===== src/rtl/cordic_phase_sequencer.sv =====
// Purpose: NCO front end for the cordic sin/cos engine. Steps a Q8.8 phase accumulator
//          in [0, 2*pi), issues one start+theta per sample and hands {sin, cos, phase} downstream.
// Latency/backpressure: sample period = IDLE + ISSUE + engine latency + HOLD; out_valid holds
//          until out_ready, and no new start is issued while a result is held.
// Ports: sys_clk/sys_rst_n (async active-low); en, phase_clr, fcw control; cordic_* engine
//        interface; out_* valid/ready result; busy and sticky timeout_err status.
module cordic_phase_sequencer #(
  parameter int BIT_WIDTH   = 16,
  parameter int PHASE_MOD   = 1608,
  parameter int TIMEOUT_CYC = 255
) (
  input  logic                 sys_clk,
  input  logic                 sys_rst_n,
  input  logic                 en,
  input  logic                 phase_clr,
  input  logic [BIT_WIDTH-1:0] fcw,
  output logic [BIT_WIDTH-1:0] cordic_theta,
  output logic                 cordic_start,
  input  logic [BIT_WIDTH-1:0] cordic_sin,
  input  logic [BIT_WIDTH-1:0] cordic_cos,
  input  logic                 cordic_valid,
  output logic [BIT_WIDTH-1:0] out_sin,
  output logic [BIT_WIDTH-1:0] out_cos,
  output logic [BIT_WIDTH-1:0] out_phase,
  output logic                 out_valid,
  input  logic                 out_ready,
  output logic                 busy,
  output logic                 timeout_err
);

  typedef enum logic [3:0] {
    ST_IDLE  = 4'b0001,
    ST_ISSUE = 4'b0010,
    ST_WAIT  = 4'b0100,
    ST_HOLD  = 4'b1000
  } state_t;

  localparam logic [BIT_WIDTH:0]   MOD_W    = (BIT_WIDTH+1)'(PHASE_MOD);
  localparam logic [BIT_WIDTH-1:0] FCW_MAX  = BIT_WIDTH'(PHASE_MOD - 1);
  localparam logic [7:0]           TMO_LAST = 8'(TIMEOUT_CYC - 1);

  state_t               state, state_nxt;
  logic [BIT_WIDTH-1:0] phase;
  logic [7:0]           tmo_cnt;

  logic                 load_theta, step, capture, tmo_fire, release_out;
  logic [BIT_WIDTH-1:0] fcw_eff, phase_next;
  logic [BIT_WIDTH:0]   phase_sum;

  // Increment is clamped below one full turn, so a single conditional subtract
  // is enough to keep the accumulator inside [0, PHASE_MOD).
  always_comb begin
    fcw_eff    = (fcw > FCW_MAX) ? FCW_MAX : fcw;
    phase_sum  = {1'b0, phase} + {1'b0, fcw_eff};
    phase_next = phase_sum[BIT_WIDTH-1:0];
    if (phase_sum >= MOD_W) begin
      phase_next = BIT_WIDTH'(phase_sum - MOD_W);
    end
  end

  always_ff @(posedge sys_clk or negedge sys_rst_n) begin
    if (!sys_rst_n) begin
      state <= ST_IDLE;
    end else begin
      state <= state_nxt;
    end
  end

  always_comb begin
    state_nxt    = state;
    load_theta   = 1'b0;
    step         = 1'b0;
    capture      = 1'b0;
    tmo_fire     = 1'b0;
    release_out  = 1'b0;
    cordic_start = 1'b0;
    busy         = 1'b1;
    case (state)
      ST_IDLE: begin
        busy = 1'b0;
        if (en) begin
          load_theta = 1'b1;
          state_nxt  = ST_ISSUE;
        end
      end
      ST_ISSUE: begin
        cordic_start = 1'b1;
        step         = 1'b1;
        state_nxt    = ST_WAIT;
      end
      ST_WAIT: begin
        // A result arriving on the expiry cycle still counts as an answer.
        if (cordic_valid) begin
          capture   = 1'b1;
          state_nxt = ST_HOLD;
        end else if (tmo_cnt == TMO_LAST) begin
          tmo_fire  = 1'b1;
          state_nxt = ST_IDLE;
        end
      end
      ST_HOLD: begin
        if (out_ready) begin
          release_out = 1'b1;
          state_nxt   = ST_IDLE;
        end
      end
      default: begin
        state_nxt = ST_IDLE;
      end
    endcase
  end

  always_ff @(posedge sys_clk or negedge sys_rst_n) begin
    if (!sys_rst_n) begin
      phase        <= '0;
      cordic_theta <= '0;
      tmo_cnt      <= '0;
      timeout_err  <= 1'b0;
      out_sin      <= '0;
      out_cos      <= '0;
      out_phase    <= '0;
      out_valid    <= 1'b0;
    end else begin
      // Clear beats the ISSUE step; the sample already issued keeps its theta.
      if (phase_clr) begin
        phase <= '0;
      end else if (step) begin
        phase <= phase_next;
      end

      if (load_theta) begin
        cordic_theta <= phase;
      end

      if (step) begin
        tmo_cnt <= '0;
      end else if (state == ST_WAIT && !cordic_valid) begin
        tmo_cnt <= tmo_cnt + 8'd1;
      end

      if (phase_clr) begin
        timeout_err <= 1'b0;
      end else if (tmo_fire) begin
        timeout_err <= 1'b1;
      end

      if (capture) begin
        out_sin   <= cordic_sin;
        out_cos   <= cordic_cos;
        out_phase <= cordic_theta;
        out_valid <= 1'b1;
      end else if (release_out) begin
        out_valid <= 1'b0;
      end
    end
  end

endmodule


===== config.mk =====
export PLATFORM = sky130hd
export DESIGN_NAME = cordic_phase_sequencer
export DESIGN_NICKNAME = d
export VERILOG_FILES = /design/src/rtl/cordic_phase_sequencer.sv
export SDC_FILE = /design/constraint.sdc
export NUM_CORES = 1
export LEC_CHECK = 0
export CORE_MARGIN = 5
export CORE_UTILIZATION = 50
export CTS_CLUSTER_DIAMETER = 40
export DETAILED_ROUTE_END_ITERATION = 12
export PLACE_DENSITY_LB_ADDON = 0.12
export SLEW_MARGIN = 30
export SYNTH_ARGS = -nofsm -noshare
export SYNTH_HDL_FRONTEND = slang
export SYNTH_SLANG_ARGS = --single-unit

===== constraint.sdc =====
create_clock -name sys_clk -period 4.1 [get_ports sys_clk]
set_clock_uncertainty 0.2 [all_clocks]
set_input_delay 0.82 -clock sys_clk [delete_from_list [all_inputs] [get_ports sys_clk]]
set_output_delay 0.82 -clock sys_clk [all_outputs]
set_load 0.05 [all_outputs]

**Word level (Yosys, flattened, before mapping)**

Index checks and enable logic that the tools add are counted.

- Register bits: 94
- Input port bits: 54
- Output and inout port bits: 68
- Logic and storage cells: 55

- $add $sub $neg: 3
- $lt $le $gt $ge: 2
- Eq/ne operators: 8
- Muxes and demuxes: 26
- Reduce and logical (&&, ||, !) cells: 7

Operators by type and width:

| kind | count |
|---|---|
| $mux 16 | 4 |
| $add 16x16->17 | 1 |
| $ge 17x11->1 const B | 1 |
| $gt 16x11->1 const B | 1 |
| $mux 4 | 4 |
| $mux 8 | 2 |
| $pmux 4 s4 | 1 |
| $sub 16x11->16 const B | 1 |
| $mux 1 | 15 |
| $add 8x1->8 const B | 1 |
| $eq 8x8->1 const B | 1 |
| $reduce_bool 2->1 | 4 |
| $eq 4x1->1 const B | 1 |
| $eq 4x2->1 const B | 1 |
| $eq 4x3->1 const B | 1 |
| $eq 4x4->1 const B | 1 |
| $ne 2x2->1 const B | 2 |
| $ne 3x3->1 const B | 1 |
| $reduce_and 3->1 | 1 |
| $logic_and 1x1->1 | 1 |
| $logic_not 1->1 | 1 |

**Depth between registers and ports, before layout**

Gate-level depths: netlist of the first run.

- Depth after elaboration: 7
- Depth in mapped cells: 18
- Gate-level depth less buffers: 16

**Least setup slack after synthesis of the first run**

Ideal clock, no wire load.

- Path type: input -> register
- From: input fcw[4]
- To: register phase[15]
- Data arrival time: 4.389 ns
- Data required time: 3.734 ns
- Path slack: -0.655 ns
- Cell stages on the path: 15
- Path buffers: 1
- Path through: o31a_1 > o311ai_0 > and2_1 > nand2b_1 > ha_1 > a21o_1 > nand4_1 > a211oi_1 > o41a_1 > a41o_1 > or4_4 > buf_6 > nor3_4 > mux2i_1 > a211oi_2

- Cells in the longest elaborated chain, start to end: 7
- Elaborated cells between the ends (all ways): 8
- Those cells by class: add/sub (2); order compare (2); mux (4)

Ends and longest elaborated chain:

| element | RTL line | RTL |
|---|---|---|
| from (decl) | 16 | `input logic [BIT_WIDTH-1:0] fcw,` |
| $gt 16x11->1 | 53 | `fcw_eff = (fcw > FCW_MAX) ? FCW_MAX : fcw;` |
| $mux 16 (*) | 53 |  |
| $add 16x16->17 (*) | 54 | `phase_sum = {1'b0, phase} + {1'b0, fcw_eff};` |
| $sub 16x11->16 or $ge 17x11->1 (tied branches) | 57, 56 |  |
| $mux 16 (*) | 56 | `if (phase_sum >= MOD_W) begin` |
| $mux 16 (*) | 127 | `end else if (step) begin` |
| $mux 16 (*) | 125 | `if (phase_clr) begin` |
| to (signal assigned) | 128 | `phase <= phase_next;` |
| to (decl) | 43 | `logic [BIT_WIDTH-1:0] phase;` |

Mark *: on every way between the ends. The rest lies on a longest branch, timed or not. The select of a mux whose other input is x is not followed.
A chain may end at the register's enable or synchronous reset.

**Worst setup path after layout of the first run**

- From: input fcw[13]
- To: register phase[7]

The elaborated chain is that of the path after synthesis.

==> reports/qor.txt, run 1 <==
Final Util = 76.75%
Syn Inst Count = 496
Initial DRC Count = 321
Initial Util = 51.33%
layout cells sized above 1 = 29.41%
register area share after synthesis = 46.91%
first-pass GRT wire length = 21.10 mm
routed length per placed instance = 16.36 um
global-route usage over all layers = 22.20%
VDD IR max = 457.6 uV
Hold Path Class = in2async
CTS Root Cell = clkbuf_8
worst slew margin relative to its limit = 56.26%
largest net degree at the start of global routing = 76
DIE WIDTH = 110.2 um
Leak = 3.368 nW
diode count = 0
Final GP Congestion = 0.8785
startpoint types = input port
most common cell after layout, fill and taps aside = clkdlybuf4s50_1
Ys Warns = 0
clk slew on worst S/H paths = 0.09 ns
Hold Vio Cnt, Final = 0
vias in the first global route = 4414
Max Cap Violations = 0
fin crit share = 108.0%
CTS Buf Count = 9
Post-Synth Adder-Cell Area = 5.137%
Synth Register Bits = 94
# clock sinks = 94
CP Cell Sequence = buf_6 > or4_4 > nor2_4 > and2_4 > buf_6 > nand2b_4 > ha_4 > a21o_1 > a21oi_2 > a211oi_2 > o41a_1 > a41o_1 > or4_4 > or4_1 > a31oi_1
post-synthesis compound-gate area fraction = 12.89%
master of the slowest instance on the critical path = or4_4
CTS tree = done
hold_buf cts = 0
total number of vias = 4453
number of cells after detailed placement = 793
Max stage delay on crit path = 0.56 ns
fin crit period = 4.427 ns
core outline area = 0.009774 mm^2
failing checks = negative setup slack
most common flop cell mapped by yosys = dfrtp_1
Cell Area, Synth = 0.005017 mm^2
required time of the critical path = 4.16 ns
Setup crit end kind = flip-flop
drt pass-1 iters = 4
crit path max fanout = 5
async set-reset flop share out of synthesis = 100.0%
simple-gate share of the synthesized area = 17.76%
drt total wl = 13.58 mm
endpoints failing setup = 13
non-filler instance count after layout = 830
Clock Path Buffers = 2
fin nets = 766
Setup CP Type = in2reg
grt ovf = 0
DR vias/cell = 5.365
I/O pins = 122
Slew Limit Fails = 0
synthesis-to-finish area growth = 49.53%
Syn Area/Cell = 10.12 um^2
Post-synth EDFFs = 0
Pwr per Cell Area = 813.9 mW/mm^2
FP Rows = 36
setup ws final = -0.3267 ns
unrepaired setup endpoints after global routing = yes
Synth Area in XOR/XNOR = 3.142%
Die Height = 110.2 um
initial antenna violation count = 0
highest-count cells in the layout ignoring fill and taps = clkdlybuf4s50_1 (107), dfrtp_1 (93), buf_4 (73)
Clock Latency Late Sink = 0.35 ns
H-tree Lvls = 3
Synth cell types = 60
DRC = 0
main combinational cell family by area after synthesis = simple AND/OR/NAND/NOR gates
DIE AREA = 0.01214 mm^2
Port Buffers = 121
arrival time worst endpoint = 4.49 ns
Post-DP HPWL = 10.06 mm
fmax = 225.9 MHz
post-route ant nets = 0
status = finished with violations
pin slew with the least headroom to its limit = 0.6561 ns
mux share of post-synthesis cell area = 11.37%
==> sequential cells by signal, indices dropped and copies added, names as in the netlist <==
register / flops
cordic_theta: 16
state: 4
out_valid: 1
phase: 16
out_sin: 16
out_phase: 16
tmo_cnt: 8
timeout_err: 1
out_cos: 16
==> per-stage QoR <==
step / setup TNS [ns] / hold slack (ns) / power (mW) / instance area, um^2 / setup slack [ns]
floorplan: -3.663 / 0.2593 / 3.699 / 5120 / -0.3571
global placement: -11.00 / 0.2772 / 4.928 / 6854 / -0.9217
detailed placement: -12.02 / 0.2879 / 5.024 / 6854 / -1.005
CTS: -2.727 / 0.3117 / 5.947 / 7317 / -0.3141
global route: -5.374 / 0.3024 / 6.456 / 7502 / -0.4839
finish: -3.111 / 0.2470 / 6.106 / 7502 / -0.3267
==> kinds of logic (layout without fill, tap and decap cells) <==
group / Yosys count / after routing
adders and majority gates: 20 / 20
xor gates and xnor gates: 18 / 18
buffers and inverters: 32 / 228
other: 1 / 5
muxes: 51 / 51
DFF: 94 / 94
AOI/OAI and AO/OA: 96 / 96
and+or+nand+nor: 184 / 185
==> synth_stat cells (all sizes together) (5+ instances only) <==
cell / count / area (um^2)
dfrtp: 93 / 2327
nand2: 70 / 262.8
mux2: 48 / 540.5
nor2: 36 / 135.1
a21oi: 23 / 118.9
o21ai: 23 / 115.1
ha: 19 / 237.7
nand3: 13 / 65.06
clkbuf: 11 / 41.29
inv: 11 / 41.29
nor3: 11 / 66.32
xor2: 11 / 96.34
nand2b: 10 / 62.56
and3: 9 / 56.30
buf: 9 / 50.04
or3: 8 / 50.05
a31oi: 7 / 43.79
xnor2: 7 / 61.31
a211oi: 5 / 42.54
a311oi: 5 / 43.79
nand4: 5 / 31.28
o211ai: 5 / 37.54
==> area by class of cell <==
cell class	instances	area, um^2
clock buffer	9	123.9
clock inverter	7	105.1
fill	672	2272
inverter	12	45.04
multi-input combinational	375	2895
sequential	94	2354
tap	133	166.4
timing repair buffer	200	1813
==> final timing paths <==
check,cells after the start,endpoint,start,slack [ns]
worst max-delay path,15,phase[7],fcw[13],-0.33
worst min-delay path,1,out_cos[10],sys_rst_n,0.25
worst max register to register,14,phase[8],phase[0],0.58
worst min register to register,2,timeout_err,timeout_err,0.31
max in group asynchronous,2,state[0],sys_rst_n,2.67
min in group sys_clk,2,timeout_err,timeout_err,0.31
==> worst max-delay path: cells and delay by family <==
family          cells  cell delay [ns]
buf+inv             2             0.20
fa+ha+maj           1             0.16
compound gates      6             1.32
simple gates        6             2.00
==> power breakdown <==
part           switching (mW)  internal, mW  total (mW)
clock network           0.328         0.351       0.680
logic                    2.28          1.63        3.91
registers               0.256          1.26        1.52
==> routing by layer <==
metal	track usage, %	up-vias	part of all wire, %
met5	0	-	0
met4	5.541	0	0.73
met3	5.009	10	7.5
met2	38.99	138	49
met1	27.77	2121	43
li1	-	2184	-
==> what timing repair did <==
item                       CTS  global route
pin swaps                   36            27
resized for setup           56            25
setup endpoints to repair   13            13
cloned                       1             0
hold endpoints to repair     0             0
buffers inserted            15             7
No activity file was read; power rests on OpenSTA's default activity.
==> run 2, diff against run 1 <==
- GPL_ROUTABILITY_DRIVEN: unset -> 1
- PLACE_DENSITY_LB_ADDON: 0.12 -> 0.15
- SKIP_LAST_GASP: unset -> 1
==> run 2 against run 1 <==
Effect of this change:
- the flow still finishes with violations (negative setup slack)
- critical path depth increased by 1
- sequential power about the same
- largest cell class unchanged
- wire length increased by 2.4%
- clock-buffer cell count increased by 1
- critical path type unchanged
- non-clock buffer count decreased by 3
- utilization decreased by 1.3 points
- via count increased by 2.4%
- highest routed layer unchanged
- critical endpoint is now phase[15]
- cell area decreased by 1.7%
==> reports/qor.txt, run 2 (same netlist as run 1, synthesis figures left out) <==
status = finished with violations (unchanged)
failing checks = negative setup slack (unchanged)
VDD IR max = 357.7 uV (was 457.6 uV)
diode count = 0 (unchanged)
Leak = 3.339 nW (was 3.368 nW)
Port Buffers = 121 (unchanged)
Die Height = 110.2 um (unchanged)
Pwr per Cell Area = 833.4 mW/mm^2 (was 813.9 mW/mm^2)
Initial Util = 51.33% (unchanged)
synthesis-to-finish area growth = 47.03% (was 49.53%)
routed length per placed instance = 16.83 um (was 16.36 um)
arrival time worst endpoint = 4.45 ns (was 4.49 ns)
number of cells after detailed placement = 789 (was 793)
initial antenna violation count = 0 (unchanged)
worst reg-to-reg setup slack = 0.60 ns (was 0.58 ns)
endpoints failing setup = 13 (unchanged)
DIE AREA = 0.01214 mm^2 (unchanged)
Clock Path Buffers = 2 (unchanged)
Setup crit end kind = flip-flop (unchanged)
master of the slowest instance on the critical path = or4_4 (unchanged)
I/O pins = 122 (unchanged)
unrepaired setup endpoints after global routing = yes (unchanged)
worst slew margin relative to its limit = 55.94% (was 56.26%)
CP Cell Sequence = buf_6 > or4_4 > nor2_4 > and2_4 > nand2b_4 > ha_4 > a21o_1 > nand4_1 > a211oi_2 > o41a_1 > a41o_1 > or4_4 > buf_4 > nor3_4 > mux2i_1 > a211oi_2 (was buf_6 > or4_4 > nor2_4 > and2_4 > buf_6 > nand2b_4 > ha_4 > a21o_1 > a21oi_2 > a211oi_2 > o41a_1 > a41o_1 > or4_4 > or4_1 > a31oi_1)
fmax = 226.1 MHz (was 225.9 MHz)
Final GP Congestion = 0.8572 (was 0.8785)
global-route usage over all layers = 23.04% (was 22.20%)
layout cells sized above 1 = 27.71% (was 29.41%)
Hold Vio Cnt, Final = 0 (unchanged)
Hold Path Class = in2async (unchanged)
Post-Place Cell Area = 0.006824 mm^2 (was 0.006854 mm^2)
drt total wl = 13.90 mm (was 13.58 mm)
Place WS = -1.022 ns (was -1.005 ns)
Clock Latency Late Sink = 0.36 ns (was 0.35 ns)
CTS Root Cell = clkbuf_8 (unchanged)
CTS tree = done (unchanged)
Reg2Reg Depth = 11 (was 14)
vias in the first global route = 4515 (was 4414)
DRC = 0 (unchanged)
highest-count cells in the layout ignoring fill and taps = clkdlybuf4s50_1 (107), dfrtp_1 (93), buf_4 (72) (was clkdlybuf4s50_1 (107), dfrtp_1 (93), buf_4 (73))
finished layout cell area = 0.007377 mm^2 (was 0.007502 mm^2)
fin crit period = 4.423 ns (was 4.427 ns)
r2r endpoint = phase[15] (was phase[8])
fin crit share = 107.9% (was 108.0%)
Setup CP Type = in2reg (unchanged)
most common cell after layout, fill and taps aside = clkdlybuf4s50_1 (unchanged)
fill count = 691 (was 672)
DR vias/cell = 5.518 (was 5.365)
# clock sinks = 94 (unchanged)
grt ovf = 0 (unchanged)
pin slew with the least headroom to its limit = 0.6585 ns (was 0.6561 ns)
H-tree Lvls = 3 (unchanged)
Total Power = 6.148 mW (was 6.106 mW)
FP Rows = 36 (unchanged)
fin nets = 762 (was 766)
worst hold margin = 0.2700 ns (was 0.2470 ns)
reg2reg start = phase[3] (was phase[0])
core outline area = 0.009774 mm^2 (unchanged)
setup ws final = -0.3227 ns (was -0.3267 ns)
Post-DP HPWL = 10.28 mm (was 10.06 mm)
Final TNS setup = -3.049 ns (was -3.111 ns)
clk slew on worst S/H paths = 0.09 ns (about the same)
CTS Buf Count = 9 (unchanged)
required time of the critical path = 4.13 ns (was 4.16 ns)
largest net degree at the start of global routing = 55 (was 76)
hold_buf cts = 0 (unchanged)
drt pass-1 iters = 8 (was 4)
Max stage delay on crit path = 0.58 ns (was 0.56 ns)
DIE WIDTH = 110.2 um (unchanged)
total number of vias = 4558 (was 4453)
Final Util = 75.47% (was 76.75%)
startpoint types = input port (unchanged)
Max Cap Violations = 0 (unchanged)
crit path max fanout = 7 (was 5)
first-pass GRT wire length = 21.94 mm (was 21.10 mm)
Slew Limit Fails = 0 (unchanged)
Initial DRC Count = 335 (was 321)
non-filler instance count after layout = 826 (was 830)
post-route ant nets = 0 (unchanged)
## run 2: changes by cell type in the layout (fill, tap and decap cells not counted), sizes merged
cell          previous run  this run
or4                      5         4
clkinvlp                 3         0
dlymetal6s2s             1         0
dlygate4sd2              5         6
bufinv                   2         3
clkbuf                   9        10
buf                     86        83
clkinv                   1         2
## run 2: power breakdown
group	internal, mW	leakage, nW	switching (mW)	total [mW]
clock	0.427	0.129	0.322	0.749
combinational	1.62	1.97	2.26	3.88
sequential	1.26	1.24	0.258	1.52
## run 2: how the worst max path moves through the flow
stage	depth (start not counted)	slack, ns	from	to
finish	16	-0.32	fcw[14]	phase[15]
global route	14	-0.45	fcw[14]	phase[4]
CTS	14	-0.25	fcw[14]	phase[4]
detailed placement	15	-1.02	fcw[11]	phase[4]
global placement	14	-0.91	fcw[11]	phase[8]
floorplan	15	-0.36	fcw[11]	phase[15]
## run 2: what timing repair did
action,CTS,global route
cloned,0,0
resized for setup,55,10
setup buffers,17,4
pin swaps,32,10
setup endpoints to repair,13,13
## run 2: cell type report
type / instances / area, um^2 / area share, %
timing repair buffer: 197 / 1767 / 23.95
sequential: 94 / 2354 / 31.90
tap: 133 / 166.4 / 2.256
clock buffer: 10 / 137.6 / 1.866
inverter: 12 / 45.04 / 0.6106
multi-input combinational: 374 / 2793 / 37.86
clock inverter: 6 / 115.1 / 1.560
## run 2: per-layer routing
layer	track usage (%)	share of wire [%]	vias up
li1	-	-	2175
met4	5.805	1.8	0
met2	39.99	48	191
met5	0	0	-
met3	5.242	8.2	29
met1	29.18	42	2163
## run 2: worst max-delay path: cells and delay by family
family,cells,cell delay [ns]
muxes,1,0.27
and+or+nand+nor,7,1.75
adders and majority gates,1,0.23
AOI/OAI and AO/OA,5,1.13
buffers and inverters,2,0.26
==> run 3, diff against run 2 <==
- CORE_ASPECT_RATIO: unset -> 1.25
==> run 3 against run 2 <==
Effect of this change:
- the flow still finishes with violations (negative setup slack)
- critical path depth is 2 lower
- sequential power hardly changed
- utilization is 1.4 points lower
- worst hold slack worse by 0.058 ns
- critical path type unchanged
==> reports/qor.txt, run 3 (same netlist as run 1, synthesis figures left out) <==
startpoint types = input port (unchanged)
fmax = 227.8 MHz (was 226.1 MHz)
Clock Latency Late Sink = 0.33 ns (was 0.36 ns)
drt pass-1 iters = 4 (was 8)
CTS Buf Count = 9 (unchanged)
post-route ant nets = 0 (unchanged)
Clock Path Buffers = 2 (unchanged)
Pwr per Cell Area = 834.0 mW/mm^2 (was 833.4 mW/mm^2)
H-tree Lvls = 3 (unchanged)
grt ovf = 0 (unchanged)
Die Height = 122.0 um (was 110.2 um)
Port Buffers = 121 (unchanged)
fill count = 701 (was 691)
DRC = 0 (unchanged)
highest-count cells in the layout ignoring fill and taps = clkdlybuf4s50_1 (107), dfrtp_1 (93), nand2_1 (70) (was clkdlybuf4s50_1 (107), dfrtp_1 (93), buf_4 (72))
CTS tree = done (unchanged)
diode count = 0 (unchanged)
Final GP Congestion = 0.8803 (was 0.8572)
DIE WIDTH = 99.60 um (was 110.2 um)
layout cells sized above 1 = 26.42% (was 27.71%)
arrival time worst endpoint = 4.42 ns (was 4.45 ns)
Post-Place Cell Area = 0.006872 mm^2 (was 0.006824 mm^2)
DR vias/cell = 5.473 (was 5.518)
vias in the first global route = 4503 (was 4515)
Setup CP Type = in2reg (unchanged)
failing checks = negative setup slack (unchanged)
initial antenna violation count = 0 (unchanged)
pin slew with the least headroom to its limit = 0.6433 ns (was 0.6585 ns)
drt total wl = 13.02 mm (was 13.90 mm)
core outline area = 0.009952 mm^2 (was 0.009774 mm^2)
Post-DP HPWL = 9.859 mm (was 10.28 mm)
uppermost layer routed = met4 (unchanged)
Initial DRC Count = 145 (was 335)
crit path max fanout = 5 (was 7)
status = finished with violations (unchanged)
setup ws final = -0.2897 ns (was -0.3227 ns)
Hold Vio Cnt, Final = 0 (unchanged)
Initial Util = 50.41% (was 51.33%)
Final Util = 74.10% (was 75.47%)
endpoints failing setup = 13 (unchanged)
DIE AREA = 0.01215 mm^2 (was 0.01214 mm^2)
CTS Root Cell = clkbuf_16 (was clkbuf_8)
Final TNS setup = -2.186 ns (was -3.049 ns)
Setup crit end kind = flip-flop (unchanged)
I/O pins = 122 (unchanged)
routed length per placed instance = 16.00 um (was 16.83 um)
Slew Limit Fails = 0 (unchanged)
most common cell after layout, fill and taps aside = clkdlybuf4s50_1 (unchanged)
VDD IR max = 311.3 uV (was 357.7 uV)
# clock sinks = 94 (unchanged)
worst hold margin = 0.2121 ns (was 0.2700 ns)
global-route usage over all layers = 21.55% (was 23.04%)
worst slew margin relative to its limit = 57.00% (was 55.94%)
total number of vias = 4455 (was 4558)
FP Rows = 41 (was 36)
required time of the critical path = 4.13 ns (about the same)
synthesis-to-finish area growth = 46.98% (was 47.03%)
fin nets = 754 (was 762)
met2 WL = 6.564 mm (was 6.669 mm)
finished layout cell area = 0.007375 mm^2 (was 0.007377 mm^2)
fin crit period = 4.390 ns (was 4.423 ns)
metal1 wirelength = 5.400 mm (was 5.837 mm)
clk slew on worst S/H paths = 0.07 ns (was 0.09 ns)
Max Cap Violations = 0 (unchanged)
Place WS = -1.031 ns (was -1.022 ns)
met3 routed WL = 803 um (was 1.145 mm)
first-pass GRT wire length = 21.10 mm (was 21.94 mm)
unrepaired setup endpoints after global routing = yes (unchanged)
Hold Path Class = in2async (unchanged)
hold_buf cts = 0 (unchanged)
largest net degree at the start of global routing = 48 (was 55)
fin crit share = 107.1% (was 107.9%)
Leak = 3.334 nW (was 3.339 nW)
[run 3: cell count changes in the layout (fill, tap and decap cells not counted), moves of 2 or more]
| cell | delta |
|---|---|
| buf_4 | -5 |
| buf_6 | -3 |
| clkbuf_16 | +9 |
| clkbuf_8 | -10 |
| o21ai_1 | +2 |
[run 3: through the flow]
| stage | std cells | total power, mW |
|---|---|---|
| 3_5_place_dp | 792 | 5.048 |
| 4_1_cts | 812 | 6.135 |
| 3_3_place_gp | 792 | 4.952 |
| 2_1_floorplan | 500 | 3.699 |
| 6_report | 814 | 6.150 |
| 5_1_grt | 814 | 6.472 |
[run 3: timing repair]
item / in CTS / in global routing
setup endpoints to repair: 13 / 13
pin swaps: 22 / 14
cloned: 1 / 0
gates resized for setup: 50 / 9
buffers inserted: 3 / 2
[run 3: worst max-delay path: stages]
cell and delay, ns:
buf_6 0.09, or4_4 0.55, nor2_4 0.13, and2_4 0.19, nand2b_4 0.07, ha_4 0.21, a21o_1 0.20, nand4_1 0.12
a211oi_2 0.11, o41a_1 0.43, a41o_1 0.29, or4_4 0.57, or3_4 0.41, a311oi_2 0.24
[run 3: cell type report]
cell class,instances,area (um^2),share of cell area (%)
inverters,12,45.04,0.6108
multi-input cells,375,2780,37.70
flip-flops and latches,94,2354,31.91
repair buffers,188,1690,22.92
clock buffers,10,229.0,3.105
well taps,129,161.4,2.189
clock inverters,6,115.1,1.561
[run 3: routing by layer]
metal	track usage, %	up-vias
met5	0	-
met4	6.661	0
met3	4.868	26
met2	38.07	165
met1	26.13	2105
li1	-	2159
[run 3: power breakdown]
| group | switching (mW) | total [mW] | internal [mW] |
|---|---|---|---|
| Sequential | 0.253 | 1.52 | 1.27 |
| Combinational | 2.20 | 3.69 | 1.49 |
| Clock | 0.335 | 0.935 | 0.600 |
| Total | 2.79 | 6.15 | 3.36 |
[run 3: path summary, 6_finish.rpt]
check,endpoint,cells past startpoint,start,slack [ns]
setup / recovery,phase[4],14,fcw[14],-0.29
hold reg to reg,cordic_theta[12],2,cordic_theta[12],0.30
max in group asynchronous,cordic_theta[15],2,sys_rst_n,2.70
min in group sys_clk,cordic_theta[12],2,cordic_theta[12],0.30
hold / removal,out_cos[2],1,sys_rst_n,0.21
setup reg to reg,phase[4],12,phase[0],0.65
